[config.mk]
export PLATFORM = sky130hd
export DESIGN_NAME = controle_vagas
export DESIGN_NICKNAME = d
export VERILOG_FILES = /design/src/rtl/controle_vagas.sv
export SDC_FILE = /design/constraint.sdc
export NUM_CORES = 1
export LEC_CHECK = 0
export ABC_CLOCK_PERIOD_IN_PS = 1400
export CAP_MARGIN = 5
export CORE_MARGIN = 10
export CORE_UTILIZATION = 46
export DETAILED_ROUTE_END_ITERATION = 6
export PLACE_DENSITY = 0.84
export SETUP_SLACK_MARGIN = 0.5
export SYNTH_ARGS = -nofsm -noshare
export SYNTH_HDL_FRONTEND = slang
export SYNTH_SLANG_ARGS = --single-unit
[constraint.sdc]
create_clock -name CLK -period 1.4 [get_ports CLK]
set_input_delay 0.28 -clock CLK [delete_from_list [all_inputs] [get_ports CLK]]
set_output_delay 0.28 -clock CLK [all_outputs]
set_load 0.02 [all_outputs]
[src/rtl/controle_vagas.sv]
// Companion controller for the parking-gate FSM: tracks vehicles through the
// entry sensor pair and the exit sensor, keeps the occupancy count, and runs the password timeout.
module controle_vagas #(
    parameter int MAX_VAGAS = 8,
    parameter int W_VAGAS   = 4,
    parameter int TIMEOUT   = 50,
    parameter int W_TIMER   = 6
) (
    input  logic               CLK,
    input  logic               reset,
    input  logic               SE,
    input  logic               SI,
    input  logic               SS,
    input  logic               Gatilho,
    input  logic               Senha,
    output logic [W_VAGAS-1:0] Vagas,
    output logic               Full,
    output logic               Time,
    output logic               Erro
);

    localparam logic [1:0] IDLE = 2'd0;
    localparam logic [1:0] A    = 2'd1;
    localparam logic [1:0] AB   = 2'd2;
    localparam logic [1:0] B    = 2'd3;

    localparam logic [1:0] T_IDLE  = 2'd0;
    localparam logic [1:0] RUN     = 2'd1;
    localparam logic [1:0] EXPIRED = 2'd2;
    localparam logic [1:0] DONE    = 2'd3;

    localparam logic [W_VAGAS-1:0] VAGAS_MAX  = W_VAGAS'(MAX_VAGAS);
    localparam logic [W_VAGAS-1:0] VAGAS_ONE  = W_VAGAS'(1);
    localparam logic [W_TIMER-1:0] TIMER_LAST = W_TIMER'(TIMEOUT - 1);
    localparam logic [W_TIMER-1:0] TIMER_ONE  = W_TIMER'(1);

    logic [1:0]         entryState;
    logic [1:0]         entryNext;
    logic               inc;
    logic               dec;
    logic               ssPrev;
    logic [W_VAGAS-1:0] vagasNext;
    logic               erroNext;

    logic [1:0]         timerState;
    logic [1:0]         timerNext;
    logic [W_TIMER-1:0] cnt;
    logic [W_TIMER-1:0] cntNext;
    logic               timeNext;

    // A vehicle must cover SE, then both, then only SI, then clear SI to count as an entry.
    always_comb begin
        entryNext = entryState;
        inc       = 1'b0;
        case (entryState)
            IDLE: begin
                if (SE && !SI)
                    entryNext = A;
            end
            A: begin
                if (SE && SI)
                    entryNext = AB;
                else if (!SE && !SI)
                    entryNext = IDLE;
            end
            AB: begin
                if (!SE && SI)
                    entryNext = B;
                else if (SE && !SI)
                    entryNext = A;
                else if (!SE && !SI)
                    entryNext = IDLE;
            end
            B: begin
                if (!SI) begin
                    entryNext = IDLE;
                    inc       = 1'b1;
                end else if (SE) begin
                    entryNext = AB;
                end
            end
            default: entryNext = IDLE;
        endcase
    end

    assign dec = SS & ~ssPrev;

    always_comb begin
        vagasNext = Vagas;
        erroNext  = 1'b0;
        if (inc && !dec) begin
            if (Vagas == VAGAS_MAX)
                erroNext = 1'b1;
            else
                vagasNext = Vagas + VAGAS_ONE;
        end else if (dec && !inc) begin
            if (Vagas == '0)
                erroNext = 1'b1;
            else
                vagasNext = Vagas - VAGAS_ONE;
        end
    end

    always_ff @(posedge CLK or negedge reset) begin
        if (!reset) begin
            entryState <= IDLE;
            ssPrev     <= 1'b0;
            Vagas      <= '0;
            Full       <= 1'b0;
            Erro       <= 1'b0;
        end else begin
            entryState <= entryNext;
            ssPrev     <= SS;
            Vagas      <= vagasNext;
            Full       <= (vagasNext == VAGAS_MAX);
            Erro       <= erroNext;
        end
    end

    // Dropping Gatilho always wins, then Senha, then the timeout itself.
    always_comb begin
        timerNext = timerState;
        cntNext   = cnt;
        timeNext  = 1'b0;
        case (timerState)
            T_IDLE: begin
                cntNext = '0;
                if (Gatilho)
                    timerNext = RUN;
            end
            RUN: begin
                if (!Gatilho) begin
                    timerNext = T_IDLE;
                    cntNext   = '0;
                end else if (Senha) begin
                    timerNext = DONE;
                    cntNext   = '0;
                end else if (cnt == TIMER_LAST) begin
                    timerNext = EXPIRED;
                    cntNext   = '0;
                    timeNext  = 1'b1;
                end else begin
                    cntNext = cnt + TIMER_ONE;
                end
            end
            EXPIRED, DONE: begin
                cntNext = '0;
                if (!Gatilho)
                    timerNext = T_IDLE;
            end
            default: begin
                timerNext = T_IDLE;
                cntNext   = '0;
            end
        endcase
    end

    always_ff @(posedge CLK or negedge reset) begin
        if (!reset) begin
            timerState <= T_IDLE;
            cnt        <= '0;
            Time       <= 1'b0;
        end else begin
            timerState <= timerNext;
            cnt        <= cntNext;
            Time       <= timeNext;
        end
    end

endmodule

== After elaboration in Yosys (flattened, before gate mapping) ==
Cells that the tools add are included.

* Flip-flop bits (word level): 18
* Bits of input ports: 7
* Output and inout bits: 7
* Logic and storage cells: 76

* $add $sub $neg: 3
* Equality and inequality tests: 14
* Multiplexer cells: 32
* Bitwise logic cells: 2
* Reductions and logical operators: 17

{| class="wikitable"
|+ Operator list
! operator !! count
|-
| two-way mux 2 bit || 12
|-
| two-way mux 6 bit || 3
|-
| two-way mux 4 bit || 4
|-
| one-hot mux 6 bit (2 select lines) || 1
|-
| two-way mux 1 bit || 10
|-
| == test 2 bit (second input constant) || 4
|-
| == test 4 bit (second input constant) || 2
|-
| one-hot mux 2 bit (4 select lines) || 1
|-
| adder 6 x 1 -> 6 bit (second input constant) || 1
|-
| == test 6 bit (second input constant) || 1
|-
| logical AND 1 bit || 6
|-
| inequality test 2 bit (second input constant) || 3
|-
| one-hot mux 2 bit (3 select lines) || 1
|-
| adder 4 x 1 -> 4 bit (second input constant) || 1
|-
| == test 2 x 1 -> 1 bit (second input constant) || 2
|-
| zero test 1 bit || 4
|-
| zero test 2 bit || 2
|-
| zero test 4 bit || 1
|-
| inequality test 4 bit (second input constant) || 1
|-
| subtractor 4 x 1 -> 4 bit (second input constant) || 1
|-
| inequality test 3 bit (second input constant) || 1
|-
| AND reduction 3 bit || 1
|-
| OR reduction 3 bit || 1
|-
| AND reduction 2 bit || 1
|-
| 3 further kinds || 3
|}

== Longest topological paths before layout ==
Gate-level depths: netlist of the first run.

* Depth after elaboration: 7
* Mapped depth: 7
* Mapped depth without buffers: 7

== Worst setup path after synthesis of the first run ==
OpenSTA, ideal clock, no wires.

* Path type: reg2reg
* Start point: register Vagas[1]
* End point: register Full
* Arrival: 1.487 ns
* Path slack: -0.222 ns
* Cell stages (with the launch flop): 8
* Path buffers: 0
* Period minus slack after synthesis: 1.622 ns
* Cell sequence: dfrtp_1 inv_1 ha_1 nand2b_2 nor2_2 o21a_1 o31ai_1 nor4b_2

* Word-level cells in the longest chain between the ends: 5

{| class="wikitable"
|+ Ends and longest elaborated chain
! what !! line !! RTL
|-
| start: declaration || 16 || <nowiki>output logic [W_VAGAS-1:0] Vagas,</nowiki>
|-
| start signal: assignment || 114 || <nowiki>Vagas <= vagasNext;</nowiki>
|-
| subtractor 4 x 1 -> 4 bit / zero test 4 bit (equally long branches) || 100, 97 ||
|-
| two-way mux 4 bit || 97 || <nowiki>if (Vagas == '0)</nowiki>
|-
| two-way mux 4 bit || 96 || <nowiki>end else if (dec && !inc) begin</nowiki>
|-
| two-way mux 4 bit * || 91 || <nowiki>if (inc && !dec) begin</nowiki>
|-
| via vagasNext[1] || 42 || <nowiki>logic [W_VAGAS-1:0] vagasNext;</nowiki>
|-
| == test 4 bit * || 115 || <nowiki>Full <= (vagasNext == VAGAS_MAX);</nowiki>
|-
| end signal: assignment || 115 ||
|-
| end: declaration || 17 || <nowiki>output logic Full,</nowiki>
|}

The timed path passes the listed nets; every way through them passes the cells marked *.
A chain may end at the register's enable or synchronous reset.

== Worst setup path after layout of the first run ==
* Start point: register ssPrev
* End point: register Full

* Word-level cells in the longest chain between the ends: 6

{| class="wikitable"
|+ Ends and longest elaborated chain
! what !! line !! RTL
|-
| start: declaration || 41 || <nowiki>logic ssPrev;</nowiki>
|-
| start signal: assignment || 107 || <nowiki>ssPrev <= 1'b0;</nowiki>
|-
| start signal: assignment || 113 || <nowiki>ssPrev <= SS;</nowiki>
|-
| inverter 1 bit * || 86 || <nowiki>assign dec = SS & ~ssPrev;</nowiki>
|-
| bitwise AND 1 bit * || 86 ||
|-
| logical AND 1 bit / zero test 1 bit (equally long branches) || 96, 91 ||
|-
| two-way mux 4 bit / logical AND 1 bit (equally long branches) || 96, 91 ||
|-
| two-way mux 4 bit * || 91 ||
|-
| via vagasNext[1] || 42 ||
|-
| == test 4 bit * || 115 ||
|}

Marked as above.

==> run_results.csv, run 1 <==
group,metric,value,unit
sta,hold_viol_final,0,
power_and_ir_drop,p_int,1.52,mW
worst_hold_path,hp-class,"input port to register",
power_and_ir_drop,vdd_ir_drop_max,1.55,mV
yosys,synth-simple-area-share,24.5,%
yosys,synth_edf_count,0,
worst_setup_path,crit_type,"register to register",
cells_and_area,n_antenna_cell,0,
cts,cts_hold_buf,0,
yosys,yosysSeqAreaShare,48.9,%
power_and_ir_drop,clockPowerShare,13.2,%
outcome,violations,"negative setup slack",
sta,skew,0.604,ps
yosys,ys_warn_count,0,
die,dieArea,4190,um^2
global_routing,antenna_found_initial,0,
worst_setup_path,arrival,1760,ps
global_routing,top_usage_layer,"met2",
die,fp.dieW,64.7,um
worst_setup_path,regToRegSetupSlack,-170,ps
cts,clkSinkCount,18,
sta,fin_crit,1570,ps
cts,clk_latency,290,ps
routing,drc,0,
placement,post-dp-hpwl,1570,um
power_and_ir_drop,p_comb_share,56.9,%
power_and_ir_drop,power.leakage,0.623,nW
yosys,synth.distinct_cells,33,
routing,wirelength,2760,um
power_and_ir_drop,power_switching,0.939,mW
cells_and_area,layout.nets,141,
power_and_ir_drop,p_per_area,1600,nW/um^2
power_and_ir_drop,p_seq_share,29.9,%
cts,cts_buffers,3,
routing,post_drt_wl_per_cell,17.7,um
yosys,avgSynthCellArea,10.2,um^2
worst_setup_path,rr_startpoint,"ssPrev$_DFF_PN0_",
global_routing,use_met3,1.72,%
placement,io_buffers,13,
yosys,synth_top_family_by_area,"simple AND/OR/NAND/NOR gates",
sta,worst_pin_slew,375,ps
yosys,netlist_instances,90,
run,max_cap_viol_count,0,
die,core,1940,um^2
placement,gp_congestion,0.840,
global_routing,grt_pass1_vias,885,
worst_setup_path,critPathLaunchType,"register",
yosys,ys_ff_latch,18,
worst_setup_path,critical_path_required,1600,ps
routing,viasPerCell,5.47,
die,initial_core_util,47.4,%
cts,cts_tree,"yes",
yosys,muxShareOfSynthArea,1.22,%
sta,fin_crit_sh,112,%
yosys,ys.flop_type,"dfrtp_1",
routing,drt_iter0_drc,40,
global_routing,grtUsageMet1,12.1,%
worst_setup_path,rr_worst_depth,5,
sta,finalWorstSetupSlack,-166,ps
worst_setup_path,worstPathMaxFanout,5,
sta,rsz0062_at_grt,"yes",
sta,max-slew-margin-rel,74.8,%
placement,pre_cts_ws,-537,ps
routing,drtPass1Iterations,5,
outcome,outcome,"finished, violations left",
sta,finalSetupViolCount,3,
die,rows,16,
cells_and_area,layout_commonest_cell,"buf_4",
routing,vias,853,
cts,htree_levels,1,
yosys,synth_compound_area_share,12.1,%
worst_setup_path,r2r_end,"Full$_DFF_PN0_",
power_and_ir_drop,sw_frac_of_total,38.2,%
global_routing,grtUsageTotal,11.7,%
cells_and_area,area_growth,66.6,%
worst_setup_path,setup.worst_path.end_class,"register",
cells_and_area,final_cell_mix,"15 x buf_4, 14 x buf_6, 13 x dfrtp_1",
yosys,netlist_area,921,um^2
sta,finalMaxSlewViolations,0,
global_routing,met2_usage,21.4,%
global_routing,grt_max_degree,19,
global_routing,gr-total-overflow,0,
yosys,synth_xor_area_share,5.71,%
die,die_y,64.7,um
sta,achievable-frequency,639,MHz
yosys,synth.net_count,101,
yosys,synthAdderAreaFrac,5.43,%
die,io_pins,14,
cts,cts_root_buffer,"clkbuf_4",
cells_and_area,drive_gt1_share,60.5,%
global_routing,grt_pass1_wl,3930,um
routing,ant_nets,0,
cts,clkTransAtPathRegs,100,ps
cts,clockBufferDepth,2,
worst_setup_path,cp-endpoint,"Full$_DFF_PN0_",
yosys,ys_async_sr_fraction,100,%
worst_setup_path,crit_path_start,"ssPrev$_DFF_PN0_",
cells_and_area,utilization,79.0,%
==> cell usage after synthesis (2+ instances only) <==
library cell	instances	area share (%)
nand3b_1	2	1.6
nor3_1	2	1.1
xor2_1	2	1.9
nand2_1	5	2.0
ha_1	4	5.4
inv_1	4	1.6
nor2b_1	3	2.0
a21oi_1	5	2.7
nor2_1	13	5.3
nand3_1	5	2.7
dfrtp_1	18	49
xnor2_1	4	3.8
o21ai_0	3	1.6
==> worst min path at each step <==
stage               depth (start not counted)               end        startpoint
global route                                1  ssPrev$_DFF_PN0_                SS
CTS                                         1  ssPrev$_DFF_PN0_                SS
finish                                      1  ssPrev$_DFF_PN0_                SS
global placement                            1  cnt[0]$_DFF_PN0_  cnt[0]$_DFF_PN0_
floorplan                                   0    Erro$_DFF_PN0_             reset
detailed placement                          1  cnt[0]$_DFF_PN0_  cnt[0]$_DFF_PN0_
==> flip-flops by register name, summed over array words and instances (netlist names) <==
| name | count |
|---|---|
| Erro | 1 |
| Full | 1 |
| Time | 1 |
| Vagas | 4 |
| cnt | 6 |
| entryState | 2 |
| ssPrev | 1 |
| timerState | 2 |
==> final cells by class <==
class                      instances  area [um^2]
inverter                           4         15.0
multi-input combinational         67          651
clock buffer                       4         36.3
timing repair buffer              36          342
fill                             118          408
tap                               27         33.8
sequential                        18          457
==> kinds of logic (layout without fill, tap and decap cells) <==
family,after synthesis,count (layout)
compound gates,16,16
xor+xnor,6,6
fa+ha+maj,4,4
buf+inv,5,44
flops,18,18
mux,1,1
simple gates,40,40
==> power by group through the flow <==
stage / sequential [mW] / combinational, mW / clock [mW]
after global placement: 0.707 / 0.957 / 0
after floorplan: 0.806 / 0.500 / 0
after detailed placement: 0.711 / 0.977 / 0
after CTS: 0.716 / 1.15 / 0.322
final: 0.734 / 1.40 / 0.323
after global routing: 0.747 / 1.47 / 0.356
==> worst max-delay path, cell delays in order, from the launching register on <==
cell      delay, ps
dfrtp_1         410
and2b_4         340
nand2_2         110
o221ai_2        170
o31ai_2         130
nor4b_2         300
==> stage by stage <==
step | cells | area (um^2) | hold slack [ps] | total power [mW] | TNS, ps
detailed placement | 141 | 1230 | 490 | 1.69 | -2930
global placement | 141 | 1230 | 470 | 1.66 | -2310
floorplan | 90 | 988 | -15.6 | 1.31 | -4.04
finish | 156 | 1530 | 294 | 2.46 | -239
CTS | 151 | 1400 | 267 | 2.19 | -86.5
global route | 156 | 1530 | 289 | 2.58 | -430
==> layer usage <==
layer / routed length (um) / part of all wire, %
met1: 1040 / 38
met2: 1580 / 57
met3: 65 / 2.4
met5: 0 / 0
met4: 66 / 2.4
==> what timing repair did <==
action | 4_1_cts | 5_1_grt
setup endpoints to repair | 23 | 24
resized for setup | 65 | 23
setup buffers | 6 | 5
pin swaps | 10 | 12
No activity file was read; power rests on OpenSTA's default activity.
==> run 2, diff against run 1 <==
--- a/config.mk
+++ b/config.mk
@@ -5,12 +5,12 @@
 export SDC_FILE = /design/constraint.sdc
 export NUM_CORES = 1
 export LEC_CHECK = 0
-export ABC_CLOCK_PERIOD_IN_PS = 1400
-export CAP_MARGIN = 5
+export ABC_CLOCK_PERIOD_IN_PS = 1900
+export CAP_MARGIN = 0
 export CORE_MARGIN = 10
-export CORE_UTILIZATION = 46
+export CORE_UTILIZATION = 55
 export DETAILED_ROUTE_END_ITERATION = 6
-export PLACE_DENSITY = 0.84
+export PLACE_DENSITY = 0.93
 export SETUP_SLACK_MARGIN = 0.5
 export SYNTH_ARGS = -nofsm -noshare
 export SYNTH_HDL_FRONTEND = slang
==> constraint.sdc (replaced) <==
create_clock -name CLK -period 1.9 [get_ports CLK]
set_input_delay 0.38 -clock CLK [delete_from_list [all_inputs] [get_ports CLK]]
set_output_delay 0.38 -clock CLK [all_outputs]
set_load 0.02 [all_outputs]
==> run 2 against run 1 <==
The flow now finishes without violations; register-to-register slack better by 560 ps; core utilization is 9.1 points higher; final area is 12% lower; critical path depth is 1 higher; sequential share of layout area is 3.8 points higher; critical endpoint unchanged; largest power group unchanged.
==> run_results.csv, run 2 (synthesis results as in run 1) <==
group,metric,value,unit
cts,clockBufferDepth,2,
die,initial_core_util,59.7,%
routing,drtPass1Iterations,4,
global_routing,grt_pass1_wl,3850,um
cells_and_area,multi_input_area,567,um^2
worst_setup_path,critPathMaxStageDelay,450,ps
sta,fin_crit,1500,ps
routing,viasPerCell,6.31,
die,dieArea,3710,um^2
sta,hold_viol_final,0,
die,core,1540,um^2
worst_setup_path,regToRegSetupSlack,400,ps
cells_and_area,utilization,88.1,%
global_routing,gr-total-overflow,0,
power_and_ir_drop,vdd_ir_drop_max,0.773,mV
cells_and_area,area_growth,47.4,%
die,fp.dieW,60.9,um
sta,fin_crit_sh,79.2,%
cts,cts_hold_buf,0,
placement,gp_congestion,0.817,
sta,max-slew-margin-rel,76.6,%
cells_and_area,top_register,"cnt",
cells_and_area,final_cell_mix,"15 x buf_4, 14 x dfrtp_1, 11 x nor2_1",
cts,clkTransAtPathRegs,120,ps
worst_setup_path,arrival,1730,ps
routing,drc,0,
worst_setup_path,crit_type,"register to register",
cts,clk_latency,310,ps
cells_and_area,fillers,73,
sta,finalSetupViolCount,0,
routing,vias,884,
sta,rsz0062_at_grt,"yes",
die,io_pins,14,
cells_and_area,n_antenna_cell,0,
sta,whs,346,ps
cells_and_area,final-seq-area,455,um^2
cells_and_area,largest_register_ffs,6,
sta,achievable-frequency,665,MHz
worst_setup_path,critical_path_required,2130,ps
cells_and_area,drive_gt1_share,42.7,%
sta,worst_pin_slew,346,ps
sta,finalSetupTns,0,ps
global_routing,grt_pass1_vias,864,
cts,clkSinkCount,18,
worst_setup_path,worst-path-buf-inv,1,
worst_setup_path,path_cells,"buf_6 -> ha_1 -> nand3_2 -> o22a_1 -> o221ai_2 -> nor4b_2",
worst_setup_path,critPathLaunchType,"register",
routing,post_drt_wl_per_cell,20.3,um
global_routing,grt_max_degree,19,
sta,skew,7.95,ps
routing,wirelength,2840,um
global_routing,antenna_found_initial,0,
cts,cts_buffers,3,
die,die_y,60.9,um
cells_and_area,layout_commonest_cell,"buf_4",
routing,ant_nets,0,
cts,cts_root_buffer,"clkbuf_4",
run,max_cap_viol_count,0,
worst_setup_path,crit_slowest_cell,"dfrtp_2",
routing,drt_iter0_drc,61,
placement,io_buffers,13,
worst_hold_path,hp-class,"input port to register",
worst_setup_path,setup.worst_path.end_class,"register",
cells_and_area,layout.nets,136,
die,rows,14,
worst_setup_path,rr_worst_depth,6,
placement,post-dp-hpwl,1460,um
worst_hold_path,min_path_cells,1,
cts,htree_levels,1,
outcome,outcome,"completed",
worst_setup_path,cp_num_cells,6,
global_routing,grtUsageTotal,13.9,%
sta,finalMaxSlewViolations,0,
power_and_ir_drop,power.leakage,0.587,nW
power_and_ir_drop,p_per_area,1330,nW/um^2
cts,cts_tree,"yes",
cells_and_area,reg_top3,"cnt: 6 flops, Vagas: 4 flops",
worst_setup_path,cp_top_family,"flip-flops",
worst_setup_path,worstPathMaxFanout,3,
[run 2: power by group]
part	internal (mW)	switching, mW
Combinational	0.540	0.485
Clock	0.117	0.136
Sequential	0.452	0.0718
Total	1.11	0.693
[run 2: layer usage]
layer	vias to the layer above	routed length [um]	GRT usage (%)	part of all wire, %
met2	63	1400	23.7	49
met1	414	999	14.9	35
met5	-	0	0	0
met4	0	182	9.09	6.4
met3	26	260	3.34	9.2
li1	381	-	-	-
[run 2: layout make-up]
cell class	count	area share (%)
clock buffers	4	2.67
inverters	4	1.11
multi-input cells	67	41.8
flip-flops and latches	18	33.5
well taps	16	1.47
repair buffers	31	19.4
[run 2: final timing paths]
kind	from	to
max in group asynchronous	reset	Vagas[1]$_DFF_PN0_
min in group asynchronous	reset	Vagas[0]$_DFF_PN0_
setup reg to reg	Vagas[1]$_DFF_PN0_	Full$_DFF_PN0_
hold / removal	SS	ssPrev$_DFF_PN0_
hold reg to reg	cnt[0]$_DFF_PN0_	cnt[0]$_DFF_PN0_
setup / recovery	Vagas[1]$_DFF_PN0_	Full$_DFF_PN0_
[run 2: worst reg2reg max path: stages (launching register included)]
cell	delay, ps
dfrtp_2	450
buf_6	130
ha_1	190
nand3_2	110
o22a_1	170
o221ai_2	120
nor4b_2	250
[run 2: repair_timing]
action,CTS,global route
resized for setup,33,17
setup buffers,9,7
pin swaps,9,6
endpoints found under the hold margin,0,0
endpoints found under the setup margin,19,13
[run 2: stage by stage]
step / power (mW) / worst slack (ps) / cell area (um^2) / cells
after CTS: 1.53 / 338 / 1250 / 133
after floorplan: 0.912 / 461 / 947 / 90
after detailed placement: 1.11 / -79.4 / 1110 / 120
after global placement: 1.09 / 0.892 / 1110 / 120
final: 1.80 / 396 / 1360 / 140
after global routing: 1.87 / 311 / 1360 / 140
